**config.mk**
```make
export PLATFORM = sky130hd
export DESIGN_NAME = clkdiv_meas
export DESIGN_NICKNAME = d
export VERILOG_FILES = /design/src/rtl/clkdiv_meas.sv
export SDC_FILE = /design/constraint.sdc
export NUM_CORES = 1
export LEC_CHECK = 0
export CAP_MARGIN = 30
export CORE_MARGIN = 2
export CORE_UTILIZATION = 45
export DETAILED_ROUTE_END_ITERATION = 8
export HOLD_SLACK_MARGIN = 0.08
export PLACE_DENSITY = 0.73
export SYNTH_ARGS = -nofsm -noshare
export SYNTH_HDL_FRONTEND = slang
export SYNTH_SLANG_ARGS = --single-unit
```
**constraint.sdc**
```tcl
create_clock -name clk_i -period 4.2 [get_ports clk_i]
set_clock_uncertainty 0.2 [all_clocks]
set_input_delay 1.26 -clock clk_i [delete_from_list [all_inputs] [get_ports clk_i]]
set_output_delay 1.26 -clock clk_i [all_outputs]
set_load 0.005 [all_outputs]
```
**src/rtl/clkdiv_meas.sv**
```systemverilog
// clkdiv_meas: measures the period of a divided clock in clk_i cycles
// and decodes it back to the power-of-two divider select code.
module clkdiv_meas #(
  parameter int CNT_W    = 18,
  parameter int TIMEOUT  = 131071,
  parameter int LOCK_CNT = 2
) (
  input  logic             clk_i,
  input  logic             rstn_i,
  input  logic             en_i,
  input  logic             dclk_i,
  output logic [CNT_W-1:0] period_o,
  output logic [2:0]       sel_o,
  output logic             valid_o,
  output logic             match_o,
  output logic             lock_o,
  output logic             timeout_o
);

  typedef enum logic [1:0] {
    IDLE,
    WAIT_EDGE,
    MEASURE
  } state_t;

  localparam logic [CNT_W-1:0] CNT_LAST = CNT_W'(TIMEOUT - 1);
  localparam logic [CNT_W-1:0] CNT_ONE  = CNT_W'(1);
  localparam logic [3:0]       LOCK_N   = 4'(LOCK_CNT);

  state_t           state;
  state_t           state_n;
  logic [CNT_W-1:0] cnt;
  logic [CNT_W-1:0] cnt_n;
  logic [CNT_W-1:0] period_n;
  logic [CNT_W-1:0] plen;
  logic [2:0]       sel_n;
  logic [2:0]       code;
  logic [3:0]       mcnt;
  logic [3:0]       mcnt_n;
  logic             valid_n;
  logic             match_n;
  logic             lock_n;
  logic             tmo_n;
  logic             hit;
  logic             sync1;
  logic             sync2;
  logic             hist;
  logic             rise;

  assign rise = sync2 & ~hist;
  assign plen = cnt + CNT_ONE;

  always_ff @(posedge clk_i or negedge rstn_i) begin
    if (!rstn_i) begin
      sync1 <= 1'b0;
      sync2 <= 1'b0;
      hist  <= 1'b0;
    end else begin
      sync1 <= dclk_i;
      sync2 <= sync1;
      hist  <= sync2;
    end
  end

  // Only 2^9..2^16 map back onto a select code
  always_comb begin
    hit  = 1'b0;
    code = 3'd0;
    for (int k = 9; k <= 16; k++) begin
      if (plen == (CNT_ONE << k)) begin
        hit  = 1'b1;
        code = 3'(16 - k);
      end
    end
  end

  always_comb begin
    state_n  = state;
    cnt_n    = cnt;
    period_n = period_o;
    sel_n    = sel_o;
    mcnt_n   = mcnt;
    valid_n  = 1'b0;
    match_n  = match_o;
    lock_n   = lock_o;
    tmo_n    = timeout_o;
    if (!en_i) begin
      state_n = IDLE;
      cnt_n   = '0;
      mcnt_n  = '0;
      lock_n  = 1'b0;
      tmo_n   = 1'b0;
    end else begin
      unique case (state)
        IDLE: begin
          state_n = WAIT_EDGE;
          cnt_n   = '0;
        end
        WAIT_EDGE, MEASURE: begin
          cnt_n = cnt + CNT_ONE;
          if (rise) begin
            state_n = MEASURE;
            cnt_n   = '0;
            tmo_n   = 1'b0;
            if (state == MEASURE) begin
              period_n = plen;
              valid_n  = 1'b1;
              match_n  = hit;
              if (hit) begin
                sel_n = code;
                // a nonzero count implies sel_o holds the previous match
                if (mcnt == '0 || code != sel_o)
                  mcnt_n = 4'd1;
                else if (mcnt != LOCK_N)
                  mcnt_n = mcnt + 4'd1;
              end else begin
                mcnt_n = '0;
              end
              lock_n = (mcnt_n == LOCK_N);
            end
          end else if (cnt == CNT_LAST) begin
            state_n = WAIT_EDGE;
            cnt_n   = '0;
            tmo_n   = 1'b1;
            lock_n  = 1'b0;
            mcnt_n  = '0;
          end
        end
        default: state_n = IDLE;
      endcase
    end
  end

  always_ff @(posedge clk_i or negedge rstn_i) begin
    if (!rstn_i) begin
      state     <= IDLE;
      cnt       <= '0;
      mcnt      <= '0;
      period_o  <= '0;
      sel_o     <= '0;
      valid_o   <= 1'b0;
      match_o   <= 1'b0;
      lock_o    <= 1'b0;
      timeout_o <= 1'b0;
    end else begin
      state     <= state_n;
      cnt       <= cnt_n;
      mcnt      <= mcnt_n;
      period_o  <= period_n;
      sel_o     <= sel_n;
      valid_o   <= valid_n;
      match_o   <= match_n;
      lock_o    <= lock_n;
      timeout_o <= tmo_n;
    end
  end

endmodule
```
# == Yosys cells after proc, flatten, opt, wreduce, memory -nomap -nowiden ==
# Index checks and enable logic that the tools add are counted.
# totals
regBits,52
word_cells,92
input_bits,4
output_inout_bits,25
# classes
n_eq_ne,19
n_bitwise,2
add_sub_neg,2
mux,49
reduce_logical,8
# op_table
op,n
18-bit two-way mux,3
4-bit two-way mux,12
"18-bit by 17-bit == test with 1-bit output, second input constant",2
18-bit one-hot mux with 2 select lines,1
3-bit two-way mux,8
1-bit two-way mux,21
"18-bit by 1-bit adder with 18-bit output, second input constant",1
"18-bit by 10-bit == test with 1-bit output, second input constant",1
"18-bit by 11-bit == test with 1-bit output, second input constant",1
"18-bit by 12-bit == test with 1-bit output, second input constant",1
"18-bit by 13-bit == test with 1-bit output, second input constant",1
"18-bit by 14-bit == test with 1-bit output, second input constant",1
"18-bit by 15-bit == test with 1-bit output, second input constant",1
"18-bit by 16-bit == test with 1-bit output, second input constant",1
2-bit two-way mux,3
"3-bit by 1-bit inequality test with 1-bit output, second input constant",2
5-bit AND reduction,1
"4-bit by 1-bit adder with 4-bit output, second input constant",1
"4-bit by 2-bit == test with 1-bit output, second input constant",1
4-bit zero test,1
"4-bit by 2-bit inequality test with 1-bit output, second input constant",1
"4-bit inequality test, second input constant",1
2-bit one-hot mux with 2 select lines,1
4-bit AND reduction,1
other kinds (12),12

# == Depth between registers and ports, before layout ==
# logic_depth
word_depth,23
depth_mapped,12
ltp_nobuf,10

# == Worst setup path before layout ==
# Ideal clock, no wire load.
# synth_path
path_kind,register to register
startpoint,register cnt[1]
endpoint,register mcnt[0]
path_buffers,2
t_required_ns,3.869
slack_ns,1.089
period_less_slack_ns,3.111
t_arrival_ns,2.780
setup_time_ns,0.131
path_stages_with_launch,13
path_cell_list,dfrtp_1 > ha_1 > buf_4 > nand2_1 > buf_2 > o21ai_0 > nand4_1 > nor4_1 > nand3_1 > nand3b_2 > xnor2_1 > a2111oi_0 > o2bb2ai_1
# synth_via
elab_chain_cells,22
elab_cells_between_ends,40
cone_classes,add/sub: 1; eq/ne: 11; mux: 26; reduce/logical: 2
# synth_rtl
item,line_no,rtl
start: declaration,32,logic [CNT_W-1:0] cnt;
start signal: assignment,147,cnt <= cnt_n;
18-bit by 1-bit adder with 18-bit output,51,assign plen = cnt + CNT_ONE;
18-bit by 10-bit == test with 1-bit output,70,if (plen == (CNT_ONE << k)) begin
3-bit two-way mux (8 in series),70,
3-bit inequality test,112,if (mcnt == '0 || code != sel_o)
1-bit logical OR,112,
4-bit two-way mux,112,
4-bit two-way mux,109,if (hit) begin
4-bit two-way mux,105,if (state == MEASURE) begin
4-bit two-way mux,101,if (rise) begin
4-bit two-way mux,94,unique case (state)
4-bit two-way mux,87,if (!en_i) begin
4-bit two-way mux,105,
4-bit two-way mux,101,
4-bit two-way mux,94,
4-bit two-way mux,87,
end signal: assignment,148,mcnt <= mcnt_n;
end: declaration,38,logic [3:0] mcnt;
# Parallel ways exist; a longest one is shown, timed or not. The select of a mux whose other input is x is not followed.
# A chain may end at the register's enable or synchronous reset.

# == Worst setup path after layout ==
# layout_path
startpoint,register cnt[0]
endpoint,register mcnt[0]
# The elaborated chain is that of the path after synthesis.

==> out/qor.csv <==
stage,metric,value,unit
route,starting DRC count in detailed routing,148,
cells_and_area,ratio of cells with drive above 1 in the final layout,0.0712,
pwr,leakage,1.42,nW
yosys,"area leader, netlist",dfrtp_1,
route,drt first pass iters,4,
worst_setup_path,"critical path, cell by cell",ha_1 > nand2_1 > o21ai_0 > nand4_1 > nor4_1 > nand3_1 > nand3b_2 > xnor2_1 > a2111oi_0 > o2bb2ai_1,
min_path,Hold Path Depth,0,
worst_setup_path,critical path type,register to register,
yosys,ys async rst share,1.00,
clock_network,CTS tree,done,
timing,Final Max Tran Viols,0,
worst_setup_path,Critical Path Slowest Stage Cell,dfrtp_1,
grt,Total GRT Usage,0.196,
route,via count,2776,
yosys,ranking of synthesized cells by area,"dfrtp_1, o21ai_0, nand2_1",
timing,minimum hold slack,0.163,ns
worst_setup_path,data arrival time of the worst path,3.81,ns
timing,final worst-path cycle share,0.910,
timing,Setup WS post-layout,0.379,ns
cells_and_area,Finished Core Util,0.527,
clock_network,clk_lat worst skew,0.30,ns
cells_and_area,P&R area growth vs syn,11.9,%
worst_setup_path,Levels on crit path,10,
timing,fmax,0.262,GHz
yosys,top post-synthesis cells by count,"nand2_1, dfrtp_1, o21ai_0, nand3_1, nor2_1",
yosys,post-synth top area share,0.400,
clock_network,CTS root buffer,clkbuf_8,
timing,Slew headroom,0.497,
clock_network,CTS Hold Bufs,0,
yosys,cell with the most instances after synthesis,nand2_1,
yosys,main combinational cell family by area after synthesis,simple AND/OR/NAND/NOR gates,
route,vias per inst,5.68,
yosys,fraction of the mapped netlist area in simple logic gates,0.255,
timing,setup violators final,0,
worst_setup_path,RR Startpoint,cnt[0]$_DFFE_PN0P_,
yosys,Yosys reg bits,52,
yosys,post-synthesis mux area share,0.00616,
route,Avg WL per Cell,14.8,µm
die,Vert. Die Dim,89.0,µm
die,I/O pins,29,
cells_and_area,Final Net Count,406,
route,antenna-violating nets left,0,
timing,final hold viol count,0,
clock_network,# resized after CTS,0,
worst_setup_path,CP endpoint kind,register,
die,Die X,89.0,µm
timing,RSZ-0062 raised after global routing,no,
yosys,"Cell Area, Synth",0.00325,mm²
worst_setup_path,crit path from,cnt[0]$_DFFE_PN0P_,
yosys,YS warnings,0,
die,core area,0.00691,mm²
route,residual DRC count,0,
outcome,status,completed,
grt,largest net degree at the start of global routing,35,
worst_setup_path,flop-to-flop setup slack,0.38,ns
yosys,"Primary FF master, synth",dfrtp_1,
yosys,Cells after Synth,373,
pwr,peak supply drop,0.152,mV
die,row count,30,
placed_design,hpwl dp,5180,µm
placed_design,dpl ws,0.423,ns
clock_network,H-tree depth,2,
grt,initial antenna violation count,0,
yosys,Syn Area/Cell,8.72,µm²
yosys,Mapped Nets,386,
clock_network,post-CTS setup buffer count,0,
placed_design,GPL Wtd Cong,0.864,
timing,setup TNS,0,ns
yosys,sequential share of the synthesized area,0.400,
worst_setup_path,R2R depth,10,
clock_network,CTS sink cnt,52,
timing,Slew @ Worst Pin,0.744,ns
job,Max-cap violations,0,
worst_setup_path,Crit path max-delay family,simple AND/OR/NAND/NOR gates,
placed_design,port buffer count,28,
yosys,post-synth cell types,64,
grt,vias in the first global route,2565,
cells_and_area,number of diodes,0,
worst_setup_path,startpoint type of the worst setup path,register,
die,die area,0.00792,mm²
worst_setup_path,number of buffers and inverters on the critical path,0,
grt,GRT Residual Overflow,0,
route,Routed WL,7220,µm
grt,first-pass GRT wire length,12200,µm
worst_setup_path,CP max stage delay,0.53,ns
pwr,Cell Pwr Density,243,mW/mm²
yosys,Adder-Cell Fraction of Synth Area,0.0346,
worst_setup_path,critical path endpoint,mcnt[0]$_DFFE_PN0P_,
yosys,number of synthesized flops with an enable pin,0,
clock_network,Clock Path Buffers,2,
timing,minimum clock period,3.82,ns
min_path,HP Class,register to register,
worst_setup_path,worst r2r dst,mcnt[0]$_DFFE_PN0P_,
clock_network,Worst-path clk slew,0.09,ns
worst_setup_path,CP max FO,12,
yosys,post-synthesis xor/xnor area fraction,0.0566,
yosys,Synth Area in Compound Gates,0.195,
die,initial core utilization,0.471,
worst_setup_path,CP Data Required Time,4.18,ns
clock_network,CTS Buf Count,5,
==> state kept, by name (all words and copies together), names as in the netlist <==
signal,cells
sync2,1
cnt,18
hist,1
lock_o,1
sel_o,3
state,2
mcnt,4
valid_o,1
period_o,18
sync1,1
timeout_o,1
match_o,1
==> cell type report <==
type / count / area (µm²)
Multi-Input combinational cell: 292 / 1780
Sequential cell: 52 / 1300
Timing Repair Buffer: 35 / 328
Inverter: 7 / 26.3
Fill cell: 679 / 3270
Clock buffer: 5 / 68.8
Clock inverter: 2 / 12.5
Tap cell: 96 / 120
==> cells in the final DEF, fill, tap and decap left out, types with 4 or more instances in the layout <==
cell / Yosys / final
nand4_1: 7 / 7
clkdlybuf4s50_1: 0 / 27
o21ai_0: 51 / 51
and2_1: 4 / 4
a21oi_1: 8 / 8
inv_1: 7 / 7
a31oi_1: 4 / 4
dfrtp_1: 52 / 52
buf_4: 2 / 7
nand2_1: 61 / 61
xor2_1: 6 / 6
nand2b_1: 4 / 4
nor3_1: 11 / 11
ha_1: 9 / 9
and3_1: 5 / 5
nor2_1: 17 / 17
o31ai_1: 9 / 9
a21o_1: 5 / 5
xnor2_1: 15 / 15
nand3_1: 18 / 18
clkbuf_8: 1 / 5
==> worst min path at each step <==
stage,endpoint,from
after CTS,sync2$_DFF_PN0_,sync1$_DFF_PN0_
final,sync2$_DFF_PN0_,sync1$_DFF_PN0_
after global routing,sync2$_DFF_PN0_,sync1$_DFF_PN0_
after detailed placement,sync2$_DFF_PN0_,sync1$_DFF_PN0_
after floorplan,sync2$_DFF_PN0_,sync1$_DFF_PN0_
after global placement,sync2$_DFF_PN0_,sync1$_DFF_PN0_
==> per-layer routing <==
metal  wire length, µm  share of wire  track usage  up-vias
met2              3300           0.46        0.315       60
li1                  -              -            -     1384
met3               278          0.039       0.0249       12
met4               142          0.020       0.0651        0
met1              3500           0.48        0.276     1320
met5                 0              0            0        -
==> through the flow <==
stage               power (mW)  instance area, µm²  cells
floorplan                0.576                3250    373
global placement         0.614                3560    482
detailed placement       0.617                3560    482
CTS                      0.892                3640    489
global route             0.922                3640    489
finish                   0.884                3640    489
==> cell families after synthesis <==
| kind of cell | count (synthesis) |
|---|---|
| compound gates | 102 |
| xor+xnor | 21 |
| fa+ha+maj | 9 |
| buf+inv | 29 |
| flops | 52 |
| mux | 2 |
| simple gates | 158 |
==> report_power, final <==
part	internal (mW)	leakage, nW	switching [mW]	total [mW]
Sequential	0.510	0.717	0.0103	0.521
Combinational	0.0311	0.664	0.0550	0.0860
Clock	0.113	0.0400	0.164	0.277
Total	0.655	1.42	0.229	0.884
No activity file was read; power rests on OpenSTA's default activity.
